File: config.mk
export PLATFORM = sky130hd
export DESIGN_NAME = vga_timing_gen_flat
export DESIGN_NICKNAME = d
export VERILOG_FILES = /design/src/rtl/vga_pkg.sv /design/src/rtl/vga_timing_gen_if.sv /design/src/rtl/vga_sync_delay.sv /design/src/rtl/vga_timing_gen.sv /design/src/flat_wrapper.sv
export SDC_FILE = /design/constraint.sdc
export NUM_CORES = 1
export LEC_CHECK = 0
export ABC_AREA = 1
export CAP_MARGIN = 10
export CORE_MARGIN = 10
export CORE_UTILIZATION = 40
export CTS_BUF_LIST = sky130_fd_sc_hd__clkbuf_8
export DETAILED_ROUTE_END_ITERATION = 10
export DONT_BUFFER_PORTS = 1
export SLEW_MARGIN = 25
export SYNTH_ARGS = -nofsm -noshare
export SYNTH_HDL_FRONTEND = slang
export SYNTH_SLANG_ARGS = --single-unit
File: constraint.sdc
create_clock -name vga_clk -period 2.5 [get_ports vga_clk]
set_input_delay 0.5 -clock vga_clk [delete_from_list [all_inputs] [get_ports vga_clk]]
set_output_delay 0.5 -clock vga_clk [all_outputs]
set_load 0.02 [all_outputs]
File: src/rtl/vga_pkg.sv
// Shared VGA raster constants, coordinate type and horizontal phase decode
// for the timing generator and the full-screen renderers.
package vga_pkg;

  localparam int unsigned COORD_W = 10;

  // Visible screen size shared with the sprite/ROM renderers.
  localparam int unsigned SCREEN_W = 640;
  localparam int unsigned SCREEN_H = 480;

  // Default 640x480@60 porch and sync widths.
  localparam int unsigned H_FP_DEF       = 16;
  localparam int unsigned H_SYNC_DEF     = 96;
  localparam int unsigned H_BP_DEF       = 48;
  localparam int unsigned V_FP_DEF       = 10;
  localparam int unsigned V_SYNC_DEF     = 2;
  localparam int unsigned V_BP_DEF       = 33;
  localparam int unsigned SYNC_DELAY_DEF = 1;

  localparam int unsigned H_TOTAL = SCREEN_W + H_FP_DEF + H_SYNC_DEF + H_BP_DEF;
  localparam int unsigned V_TOTAL = SCREEN_H + V_FP_DEF + V_SYNC_DEF + V_BP_DEF;

  localparam int unsigned FRAME_CNT_W = 16;

  typedef logic [COORD_W-1:0] coord_t;

  typedef enum logic [1:0] {
    H_PH_VISIBLE,
    H_PH_FP,
    H_PH_SYNC,
    H_PH_BP
  } h_phase_t;

  // Classify a column into its horizontal phase given the phase boundaries.
  function automatic h_phase_t h_phase(coord_t x, coord_t vis_end,
                                       coord_t sync_beg, coord_t sync_end);
    if (x < vis_end)       return H_PH_VISIBLE;
    else if (x < sync_beg) return H_PH_FP;
    else if (x < sync_end) return H_PH_SYNC;
    else                   return H_PH_BP;
  endfunction

endpackage

File: src/rtl/vga_timing_gen_if.sv
// Raster timing bundle from vga_timing_gen to the renderers and game logic.
// With VGA_TIMING_FRAME_CNT_EN defined the bundle also carries frame_cnt.
interface vga_timing_gen_if;
  import vga_pkg::*;

  coord_t DrawX;
  coord_t DrawY;
  logic   blank;
  logic   hs;
  logic   vs;
  logic   frame_start;
  logic   line_start;
`ifdef VGA_TIMING_FRAME_CNT_EN
  logic [FRAME_CNT_W-1:0] frame_cnt;
`endif

  modport master (
    output DrawX, DrawY, blank, hs, vs, frame_start, line_start
`ifdef VGA_TIMING_FRAME_CNT_EN
    , frame_cnt
`endif
  );

  modport slave (
    input DrawX, DrawY, blank, hs, vs, frame_start, line_start
`ifdef VGA_TIMING_FRAME_CNT_EN
    , frame_cnt
`endif
  );

endinterface

File: src/rtl/vga_sync_delay.sv
// Fixed-depth shift register for a sync signal; every stage resets to 1 so
// an idle (high) sync level is flushed out after reset.
module vga_sync_delay #(
  parameter int unsigned DEPTH = 1
) (
  input  logic clk,
  input  logic rst_n,
  input  logic d,
  output logic q
);

  logic [DEPTH-1:0] sr;

  // Shift the new sample in at bit 0; the oldest stage drives q.
  always_ff @(posedge clk or negedge rst_n) begin
    if (!rst_n) sr <= '1;
    else        sr <= (sr << 1) | DEPTH'(d);
  end

  assign q = sr[DEPTH-1];

endmodule

File: src/rtl/vga_timing_gen.sv
// 640x480@60 VGA raster timing generator. All outputs are registered from
// the next-state counter values so they line up with DrawX/DrawY.
// Optional: define VGA_TIMING_FRAME_CNT_EN to add the 16-bit frame_cnt output.
module vga_timing_gen
  import vga_pkg::*;
#(
  parameter int unsigned H_VISIBLE  = SCREEN_W,
  parameter int unsigned H_FP       = H_FP_DEF,
  parameter int unsigned H_SYNC     = H_SYNC_DEF,
  parameter int unsigned H_BP       = H_BP_DEF,
  parameter int unsigned V_VISIBLE  = SCREEN_H,
  parameter int unsigned V_FP       = V_FP_DEF,
  parameter int unsigned V_SYNC     = V_SYNC_DEF,
  parameter int unsigned V_BP       = V_BP_DEF,
  parameter int unsigned SYNC_DELAY = SYNC_DELAY_DEF
) (
  input  logic              vga_clk,
  input  logic              reset_n,
  vga_timing_gen_if.master  vga
);

  localparam int unsigned H_TOT = H_VISIBLE + H_FP + H_SYNC + H_BP;
  localparam int unsigned V_TOT = V_VISIBLE + V_FP + V_SYNC + V_BP;

  localparam coord_t H_LAST     = coord_t'(H_TOT - 1);
  localparam coord_t V_LAST     = coord_t'(V_TOT - 1);
  localparam coord_t H_VIS_END  = coord_t'(H_VISIBLE);
  localparam coord_t H_SYNC_BEG = coord_t'(H_VISIBLE + H_FP);
  localparam coord_t H_SYNC_END = coord_t'(H_VISIBLE + H_FP + H_SYNC);
  localparam coord_t V_VIS_END  = coord_t'(V_VISIBLE);
  localparam coord_t V_SYNC_BEG = coord_t'(V_VISIBLE + V_FP);
  localparam coord_t V_SYNC_END = coord_t'(V_VISIBLE + V_FP + V_SYNC);

  coord_t   x_q, y_q;
  coord_t   x_n, y_n;
  h_phase_t h_phase_n;
  logic     blank_n, hs_raw_n, vs_raw_n, fs_n, ls_n;
  logic     blank_q, hs_raw_q, vs_raw_q, fs_q, ls_q;

  // Next raster position and the output flags that describe it.
  always_comb begin
    x_n       = x_q + coord_t'(1);
    y_n       = y_q;
    if (x_q == H_LAST) begin
      x_n = '0;
      y_n = (y_q == V_LAST) ? '0 : y_q + coord_t'(1);
    end
    h_phase_n = h_phase(x_n, H_VIS_END, H_SYNC_BEG, H_SYNC_END);
    blank_n   = (h_phase_n == H_PH_VISIBLE) && (y_n < V_VIS_END);
    hs_raw_n  = (h_phase_n != H_PH_SYNC);
    vs_raw_n  = !((y_n >= V_SYNC_BEG) && (y_n < V_SYNC_END));
    fs_n      = (x_n == '0) && (y_n == '0);
    ls_n      = (x_n == '0);
  end

  // Raster counters and undelayed outputs; reset parks on the last position
  // so the first edge after release lands on (0,0).
  always_ff @(posedge vga_clk or negedge reset_n) begin
    if (!reset_n) begin
      x_q      <= H_LAST;
      y_q      <= V_LAST;
      blank_q  <= 1'b0;
      hs_raw_q <= 1'b1;
      vs_raw_q <= 1'b1;
      fs_q     <= 1'b0;
      ls_q     <= 1'b0;
    end else begin
      x_q      <= x_n;
      y_q      <= y_n;
      blank_q  <= blank_n;
      hs_raw_q <= hs_raw_n;
      vs_raw_q <= vs_raw_n;
      fs_q     <= fs_n;
      ls_q     <= ls_n;
    end
  end

  assign vga.DrawX       = x_q;
  assign vga.DrawY       = y_q;
  assign vga.blank       = blank_q;
  assign vga.frame_start = fs_q;
  assign vga.line_start  = ls_q;

  // Sync outputs delayed to match the renderer pixel pipeline.
  generate
    if (SYNC_DELAY == 0) begin : g_sync_direct
      assign vga.hs = hs_raw_q;
      assign vga.vs = vs_raw_q;
    end else begin : g_sync_delayed
      vga_sync_delay #(.DEPTH(SYNC_DELAY)) u_hs_delay (
        .clk   (vga_clk),
        .rst_n (reset_n),
        .d     (hs_raw_q),
        .q     (vga.hs)
      );
      vga_sync_delay #(.DEPTH(SYNC_DELAY)) u_vs_delay (
        .clk   (vga_clk),
        .rst_n (reset_n),
        .d     (vs_raw_q),
        .q     (vga.vs)
      );
    end
  endgenerate

`ifdef VGA_TIMING_FRAME_CNT_EN
  logic [FRAME_CNT_W-1:0] frame_cnt_q;
  logic                   fs_seen_q;

  // Count frame starts; the first one after reset is frame 0.
  always_ff @(posedge vga_clk or negedge reset_n) begin
    if (!reset_n) begin
      frame_cnt_q <= '0;
      fs_seen_q   <= 1'b0;
    end else if (fs_n) begin
      fs_seen_q <= 1'b1;
      if (fs_seen_q) frame_cnt_q <= frame_cnt_q + FRAME_CNT_W'(1);
    end
  end

  assign vga.frame_cnt = frame_cnt_q;
`endif

endmodule

File: src/flat_wrapper.sv
// flat-port wrapper written by rule: the top's interface ports become plain ports
module vga_timing_gen_flat import vga_pkg::*;
#(
  parameter int unsigned H_VISIBLE  = SCREEN_W,
  parameter int unsigned H_FP       = H_FP_DEF,
  parameter int unsigned H_SYNC     = H_SYNC_DEF,
  parameter int unsigned H_BP       = H_BP_DEF,
  parameter int unsigned V_VISIBLE  = SCREEN_H,
  parameter int unsigned V_FP       = V_FP_DEF,
  parameter int unsigned V_SYNC     = V_SYNC_DEF,
  parameter int unsigned V_BP       = V_BP_DEF,
  parameter int unsigned SYNC_DELAY = SYNC_DELAY_DEF
)
  (vga_clk, reset_n, vga_DrawX, vga_DrawY, vga_blank, vga_hs, vga_vs, vga_frame_start, vga_line_start);
  vga_timing_gen_if vga_i ();
  input  logic vga_clk;
  input  logic reset_n;
  output wire logic [$bits(vga_i.DrawX)-1:0] vga_DrawX;
  output wire logic [$bits(vga_i.DrawY)-1:0] vga_DrawY;
  output wire logic [$bits(vga_i.blank)-1:0] vga_blank;
  output wire logic [$bits(vga_i.hs)-1:0] vga_hs;
  output wire logic [$bits(vga_i.vs)-1:0] vga_vs;
  output wire logic [$bits(vga_i.frame_start)-1:0] vga_frame_start;
  output wire logic [$bits(vga_i.line_start)-1:0] vga_line_start;
  assign vga_DrawX = vga_i.DrawX;
  assign vga_DrawY = vga_i.DrawY;
  assign vga_blank = vga_i.blank;
  assign vga_hs = vga_i.hs;
  assign vga_vs = vga_i.vs;
  assign vga_frame_start = vga_i.frame_start;
  assign vga_line_start = vga_i.line_start;
  vga_timing_gen #(.H_VISIBLE(H_VISIBLE), .H_FP(H_FP), .H_SYNC(H_SYNC), .H_BP(H_BP), .V_VISIBLE(V_VISIBLE), .V_FP(V_FP), .V_SYNC(V_SYNC), .V_BP(V_BP), .SYNC_DELAY(SYNC_DELAY)) u_core (.vga_clk(vga_clk), .reset_n(reset_n), .vga(vga_i));
endmodule
==> summary.md, run 1 <==
| Metric | Value |
|---|---|
| IO Count | 27 |
| Most common cell in the synthesized netlist | nand2_1 |
| Rel. slew slack | 59.01% |
| Met1 Use GR | 13.33% |
| YS warnings | 0 |
| Largest cells by area after synthesis | dfstp_2 (23%), dfrtp_1 (20%), nand2_1 (15%), inv_1 (9.9%), nor2_1 (7.3%) |
| Share of post-route cells with drive strength above 1 | 16.37% |
| Clock root buffer | clkbuf_8 |
| Syn Nets | 226 |
| Vias in the first global route | 1333 |
| TritonCTS clock tree | built |
| Clk_skew | 3.273 ps |
| First drt pass iteration count | 4 |
| Synth top area share | 23.00% |
| Adder-cell share of the synthesized area | 2.347% |
| Diode count | 0 |
| Setup TNS | 0 ps |
| ANT nets after route | 0 |
| Post-synth EDFFs | 0 |
| Final WS setup | 401.6 ps |
| Placed Instances | 269 |
| Worst path arrival time | 2270 ps |
| Worst-skew pair later-pin latency | 270 ps |
| HP Class | input pin to asynchronous set/reset pin |
| Met2 Usage GRT | 17.53% |
| Post-synthesis mux area share | 0% |
| Mean Syn Cell Area | 7.235 sq um |
| Simple-Gate Fraction of Synth Area | 40.38% |
| Largest family of logic cells by synthesized area | simple AND/OR/NAND/NOR gates |
| Net Sw Power | 0.0001376 W |
| Final setup violation count | 0 |
| Vias | 1344 |
| CTS Buffer Depth | 2 |
| GRT overflow | 0 |
| Pleak | 0.9113 nW |
| Synth Cell Area | 1599 sq um |
| Non-Filler Instances | 274 |
| Origin of the critical flop-to-flop path | u_core.vga.DrawX[0] |
| Crit. End Element | register |
| Reg2Reg Depth | 10 |
| Net count of the finished layout | 232 |
| Reg2reg setup slack | 400 ps |
| Initial Util | 42.40% |
| Post-synth top cells | nand2_1 (63), inv_1 (42), nor2_1 (31) |
| IO buf count | 0 |
| Area after DPL | 1659 sq um |
| Critical Path RT | 2670 ps |
| Slew Limit Fails | 0 |
| Die W | 83.23 um |
| RePlAce Congestion | 0.8618 |
| Pint | 0.0005504 W |
| Fraction of registers with async set/reset | 100.0% |
| Yosys reg bits | 27 |
| CP startpoint kind | register |
| Mapped Cells | 221 |
| Largest net degree at the start of global routing | 16 |
| Synth Area in XOR/XNOR | 0% |
| Die area | 6926 sq um |
| Comb pwr share | 0.7% |
| Vias/cell | 4.905 |
| Top FF cell, synth | dfstp_2 |
| Tcrit/Tclk final | 83.94% |
| Gr busiest metal | met2 |
| Antenna violations before repair | 0 |
| # Post-CTS Setup Buffers | 0 |
| Clk slew on worst S/H paths | 90 ps |
| FMAX | 476.6 MHz |
| Residual DRC | 0 |
| Final instance area | 1715 sq um |
| Crit Path Max Fanout | 9 |
| PwrDens | 401.1 nW/um^2 |
| Synth Area in Compound Gates | 3.521% |
| Synth area leader | dfstp_2 |
| Max_cap viols | 0 |
| Register area share after synthesis | 43.35% |
| RSZ-0062 raised after global routing | no |
| Met3 Use GR | 3.418% |
| Violation count after the first detailed-route iteration | 44 |
| First-pass GRT wire length | 6451 um |
| Status | complete, no violations |
| Routed WL per cell | 13.54 um |
| Total Routing Usage GR | 10.92% |
| Core area | 3771 sq um |
| Switching share of power | 20.00% |
| Die height | 83.23 um |
| DP HPWL | 2963 um |
| Layout area overhead | 7.277% |
| Clk pwr share | 35.6% |
| R2r endpoint | u_core.vga.blank |
| Worst Tran Pin Value | 612.8 ps |
| CTS Buf Count | 3 |
| Reg power frac | 63.6% |
| Peak supply drop | 0.0002240 V |
| Minimum clock period | 2098 ps |
| Clk sink count | 27 |
| Row cnt | 22 |
| Count of cell types in the netlist | 19 |
| Setup WS pre-CTS | 394.6 ps |
| Final Power | 0.0006880 W |
| Drt total wl | 3711 um |
| H-tree depth | 1 |
| Final hold violations | 0 |
| Critical setup path kind | register to register |
-- worst max-delay path by stage --
stage	startpoint	to	slack, ps
floorplan	u_core.vga.DrawX[0]	u_core.vga.blank	660
global placement	u_core.vga.DrawX[0]	u_core.vga.frame_start	400
detailed placement	u_core.vga.DrawX[0]	u_core.vga.blank	390
CTS	u_core.vga.DrawX[0]	u_core.vga.frame_start	380
global route	u_core.vga.DrawX[0]	u_core.vga.blank	230
finish	u_core.vga.DrawX[0]	u_core.vga.blank	400
-- cells by family (layout without fill, tap and decap cells) --
group                    count (synthesis)  in the layout
flip-flops                              27             27
buffers and inverters                   43             48
AO/OA/AOI/OAI                            9              9
adder cells (fa/ha/maj)                  3              3
AND/OR/NAND/NOR                        139            139
-- metrics by stage --
stage / utilization [%] / hold slack, ps
global route: 45.49 / 38.58
global placement: 43.99 / 205.5
CTS: 45.49 / 51.21
finish: 45.49 / 61.08
detailed placement: 43.99 / 205.6
floorplan: - / 204.4
-- power by group through the flow --
stage          registers [W]       logic (W)  clock network [W]
3_3_place_gp        0.000445  0.000000000564                  0
5_1_grt             0.000438      0.00000632           0.000273
2_1_floorplan       0.000445  0.000000000564                  0
3_5_place_dp        0.000445  0.000000000564                  0
4_1_cts             0.000438      0.00000585           0.000253
6_report            0.000438      0.00000515           0.000245
-- placed cells by master, fill, tap and decap left out, drive strengths merged --
cell / n
clkbuf: 3
nor3: 2
dlygate4sd3: 1
nand2: 73
ha: 3
o21bai: 3
nand4: 10
clkinv: 2
nand3: 19
dfstp: 14
nor2: 35
dfrtp: 13
inv: 42
o21ai: 6
-- worst max-delay path, stage by stage (launching register included) --
cell and delay (ps):
dfstp_2 660, ha_1 240, nand2_2 100, nor2_4 210
nand3_4 180, clkinv_4 150, nand3_2 70, o21ai_2 110
nand2_2 90, nor2_4 130, nor2_1 50
-- flip-flops by register name, indices dropped and copies added, names as in the netlist --
| signal | flops |
|---|---|
| u_core.vga.blank | 1 |
| u_core.g_sync_delayed.u_vs_delay.q | 1 |
| u_core.hs_raw_q | 1 |
| u_core.g_sync_delayed.u_hs_delay.q | 1 |
| u_core.vga.DrawY | 10 |
| u_core.vga.line_start | 1 |
| u_core.vs_raw_q | 1 |
| u_core.vga.DrawX | 10 |
| u_core.vga.frame_start | 1 |
-- per-layer routing --
metal	share of wire (%)	wire, um
met5	0	0
met4	1.8	67
met3	8.2	306
met1	44	1617
met2	46	1720
-- repair_timing --
action,CTS,global route
resized for setup,0,0
hold endpoints to repair,13,0
hold buffers,1,0
-- final cells by class --
cell class | count | area [sq um]
fillers | 378 | 2056
multi-input cells | 151 | 739.5
flip-flops and latches | 27 | 693.2
inverters | 43 | 166.4
well taps | 48 | 60.06
clock buffers | 3 | 41.29
repair buffers | 1 | 10.01
clock inverters | 1 | 5.005
No activity file was read; power rests on OpenSTA's default activity.
==> run 2, diff against run 1 <==
==> constraint.sdc (replaced) <==
create_clock -name vga_clk -period 2.15 [get_ports vga_clk]
set_input_delay 0.43 -clock vga_clk [delete_from_list [all_inputs] [get_ports vga_clk]]
set_output_delay 0.43 -clock vga_clk [all_outputs]
set_load 0.02 [all_outputs]
==> summary.md, run 2 (synthesis gave the netlist of run 1 again) <==
| Metric | Value |
|---|---|
| Die W | 83.23 um (unchanged) |
| First-pass GRT wire length | 6872 um (was 6451 um) |
| GRT overflow | 0 (unchanged) |
| Clk pwr share | 34.5% (was 35.6%) |
| Pint | 0.0006434 W (was 0.0005504 W) |
| Antenna violations before repair | 0 (unchanged) |
| Comb pwr share | 1.9% (was 0.7%) |
| Placed Instances | 279 (was 269) |
| Final hold violations | 0 (unchanged) |
| Worst-skew pair later-pin latency | 270 ps (about the same) |
| Routed WL per cell | 13.67 um (was 13.54 um) |
| Wl on met1 | 1701 um (was 1617 um) |
| Rel. slew slack | 71.26% (was 59.01%) |
| PwrDens | 442.0 nW/um^2 (was 401.1 nW/um^2) |
| Most frequent cells in the layout | nand2_1 (63), inv_1 (42), nor2_1 (31), nand3_1 (16), dfstp_2 (14) (unchanged) |
| Layout area overhead | 13.22% (was 7.277%) |
| Net count of the finished layout | 243 (was 232) |
| Non-Filler Instances | 285 (was 274) |
| Max_cap viols | 0 (unchanged) |
| IO Count | 27 (unchanged) |
| H-tree depth | 1 (unchanged) |
| Share of post-route cells with drive strength above 1 | 20.25% (was 16.37%) |
| Metal3 WL | 261 um (was 306 um) |
| Critical Path RT | 2320 ps (was 2670 ps) |
| Initial Util | 42.40% (unchanged) |
| Worst Tran Pin Value | 431.1 ps (was 612.8 ps) |
| Crit Path Max Fanout | 9 (unchanged) |
| Hold Buf Count CTS | 2 (was 1) |
| Pleak | 0.9740 nW (was 0.9113 nW) |
| Tcrit/Tclk final | 89.94% (was 83.94%) |
| Clk sink count | 27 (unchanged) |
| Worst path arrival time | 2100 ps (was 2270 ps) |
| Switching share of power | 19.60% (was 20.00%) |
| Violation count after the first detailed-route iteration | 63 (was 44) |
| ANT nets after route | 0 (unchanged) |
| CTS Buf Count | 3 (unchanged) |
| Slew Limit Fails | 0 (unchanged) |
| Core area | 3771 sq um (unchanged) |
| Die height | 83.23 um (unchanged) |
| # Post-CTS Setup Buffers | 0 (unchanged) |
| CTS resizes | 0 (unchanged) |
| Reg power frac | 63.6% (about the same) |
| Drt total wl | 3895 um (was 3711 um) |
| DP HPWL | 3106 um (was 2963 um) |
| Vias/cell | 4.881 (was 4.905) |
| First drt pass iteration count | 4 (unchanged) |
| CP startpoint kind | register (unchanged) |
| Slowest stage cell, crit path | dfstp_2 (unchanged) |
| Top Layer Used | met4 (unchanged) |
| RSZ-0062 raised after global routing | no (unchanged) |
| Cells along the critical path | ha_1 -> nand2_2 -> nor2_4 -> nand3_4 -> clkinv_4 -> nand3_2 -> o21ai_2 -> nand2_2 -> nor2_4 -> nor2_1 (unchanged) |
| FMAX | 517.1 MHz (was 476.6 MHz) |
| Die area | 6926 sq um (unchanged) |
| Area after DPL | 1734 sq um (was 1659 sq um) |
| Vias in the first global route | 1449 (was 1333) |
| Minimum clock period | 1934 ps (was 2098 ps) |
| Diode count | 0 (unchanged) |
| IO buf count | 0 (unchanged) |
| Net Sw Power | 0.0001568 W (was 0.0001376 W) |
| HP Class | register to register (was input pin to asynchronous set/reset pin) |
| Clk slew on worst S/H paths | 90 ps (about the same) |
| Critical setup path kind | register to register (unchanged) |
| Met2 wire length | 1901 um (was 1720 um) |
| TritonCTS clock tree | built (unchanged) |
| Largest net degree at the start of global routing | 28 (was 16) |
| CP max stage delay | 540 ps (was 660 ps) |
| Clock root buffer | clkbuf_8 (unchanged) |
| Peak supply drop | 0.0002798 V (was 0.0002240 V) |
| Fill cell count | 365 (was 378) |
| Total Routing Usage GR | 11.41% (was 10.92%) |
| Final instance area | 1810 sq um (was 1715 sq um) |
| RePlAce Congestion | 0.8409 (was 0.8618) |
| Status | complete, no violations (unchanged) |
| Final setup violation count | 0 (unchanged) |
| Clk_skew | 5.281 ps (was 3.273 ps) |
| Residual DRC | 0 (unchanged) |
| Most common cell after layout, fill and taps aside | nand2_1 (unchanged) |
| Setup TNS | 0 ps (unchanged) |
| CTS Buffer Depth | 2 (unchanged) |
| Vias | 1391 (was 1344) |
| Crit. End Element | register (unchanged) |
| Row cnt | 22 (unchanged) |
run 2: cell types whose count changed in the layout (fill, tap and decap cells not counted), sizes merged:
cell,delta
buf,+11
run 2: power groups by stage:
stage	Clock [W]	Combinational (W)	Sequential [W]
floorplan	0	0.000000000564	0.000518
global placement	0	0.000000000618	0.000518
detailed placement	0	0.000000000618	0.000518
CTS	0.000293	0.0000158	0.000509
global route	0.000305	0.0000168	0.000509
finish	0.000276	0.0000150	0.000509
run 2: path summary, 6_finish.rpt:
check | start | endpoint | slack, ps | depth (start not counted)
worst min-delay path | u_core.vs_raw_q | u_core.g_sync_delayed.u_vs_delay.q | 360 | 0
worst max-delay path | u_core.vga.DrawX[0] | u_core.vga.blank | 220 | 10
max in group asynchronous | reset_n | u_core.hs_raw_q | 1310 | 2
worst max register to register | u_core.vga.DrawX[0] | u_core.vga.blank | 220 | 10
worst min register to register | u_core.vs_raw_q | u_core.g_sync_delayed.u_vs_delay.q | 360 | 0
min in group asynchronous | reset_n | u_core.vga.line_start | 600 | 2
run 2: worst max-delay path, delay by kind of cell, from the launching register on:
kind	cells	cell delay (ps)
simple gates	7	830
flops	1	540
fa+ha+maj	1	200
buf+inv	1	140
compound gates	1	110
run 2: layer usage:
| metal | global-route usage [%] | vias to the layer above |
|---|---|---|
| li1 | - | 708 |
| met3 | 3.223 | 4 |
| met2 | 19.76 | 38 |
| met1 | 13.43 | 641 |
| met5 | 0 | - |
| met4 | 2.769 | 0 |
run 2: final cells by class:
type / instances / area [sq um] / area share (%)
Clock inverter: 1 / 5.005 / 0.2764
Inverter: 43 / 166.4 / 9.191
Tap cell: 48 / 60.06 / 3.317
Multi-Input combinational cell: 151 / 739.5 / 40.84
Clock buffer: 3 / 41.29 / 2.281
Timing Repair Buffer: 12 / 105.1 / 5.805
Sequential cell: 27 / 693.2 / 38.29
run 2: stage by stage:
step                hold slack [ps]  utilization [%]  worst slack (ps)   power, W
floorplan                     134.4                -             312.9  0.0005179
global placement              135.4            45.99             223.6  0.0005178
detailed placement            135.6            45.99             221.6  0.0005178
CTS                           360.9            48.01             197.7  0.0008182
global route                  366.4            48.01             38.98  0.0008313
finish                        359.1            48.01             216.3  0.0008002
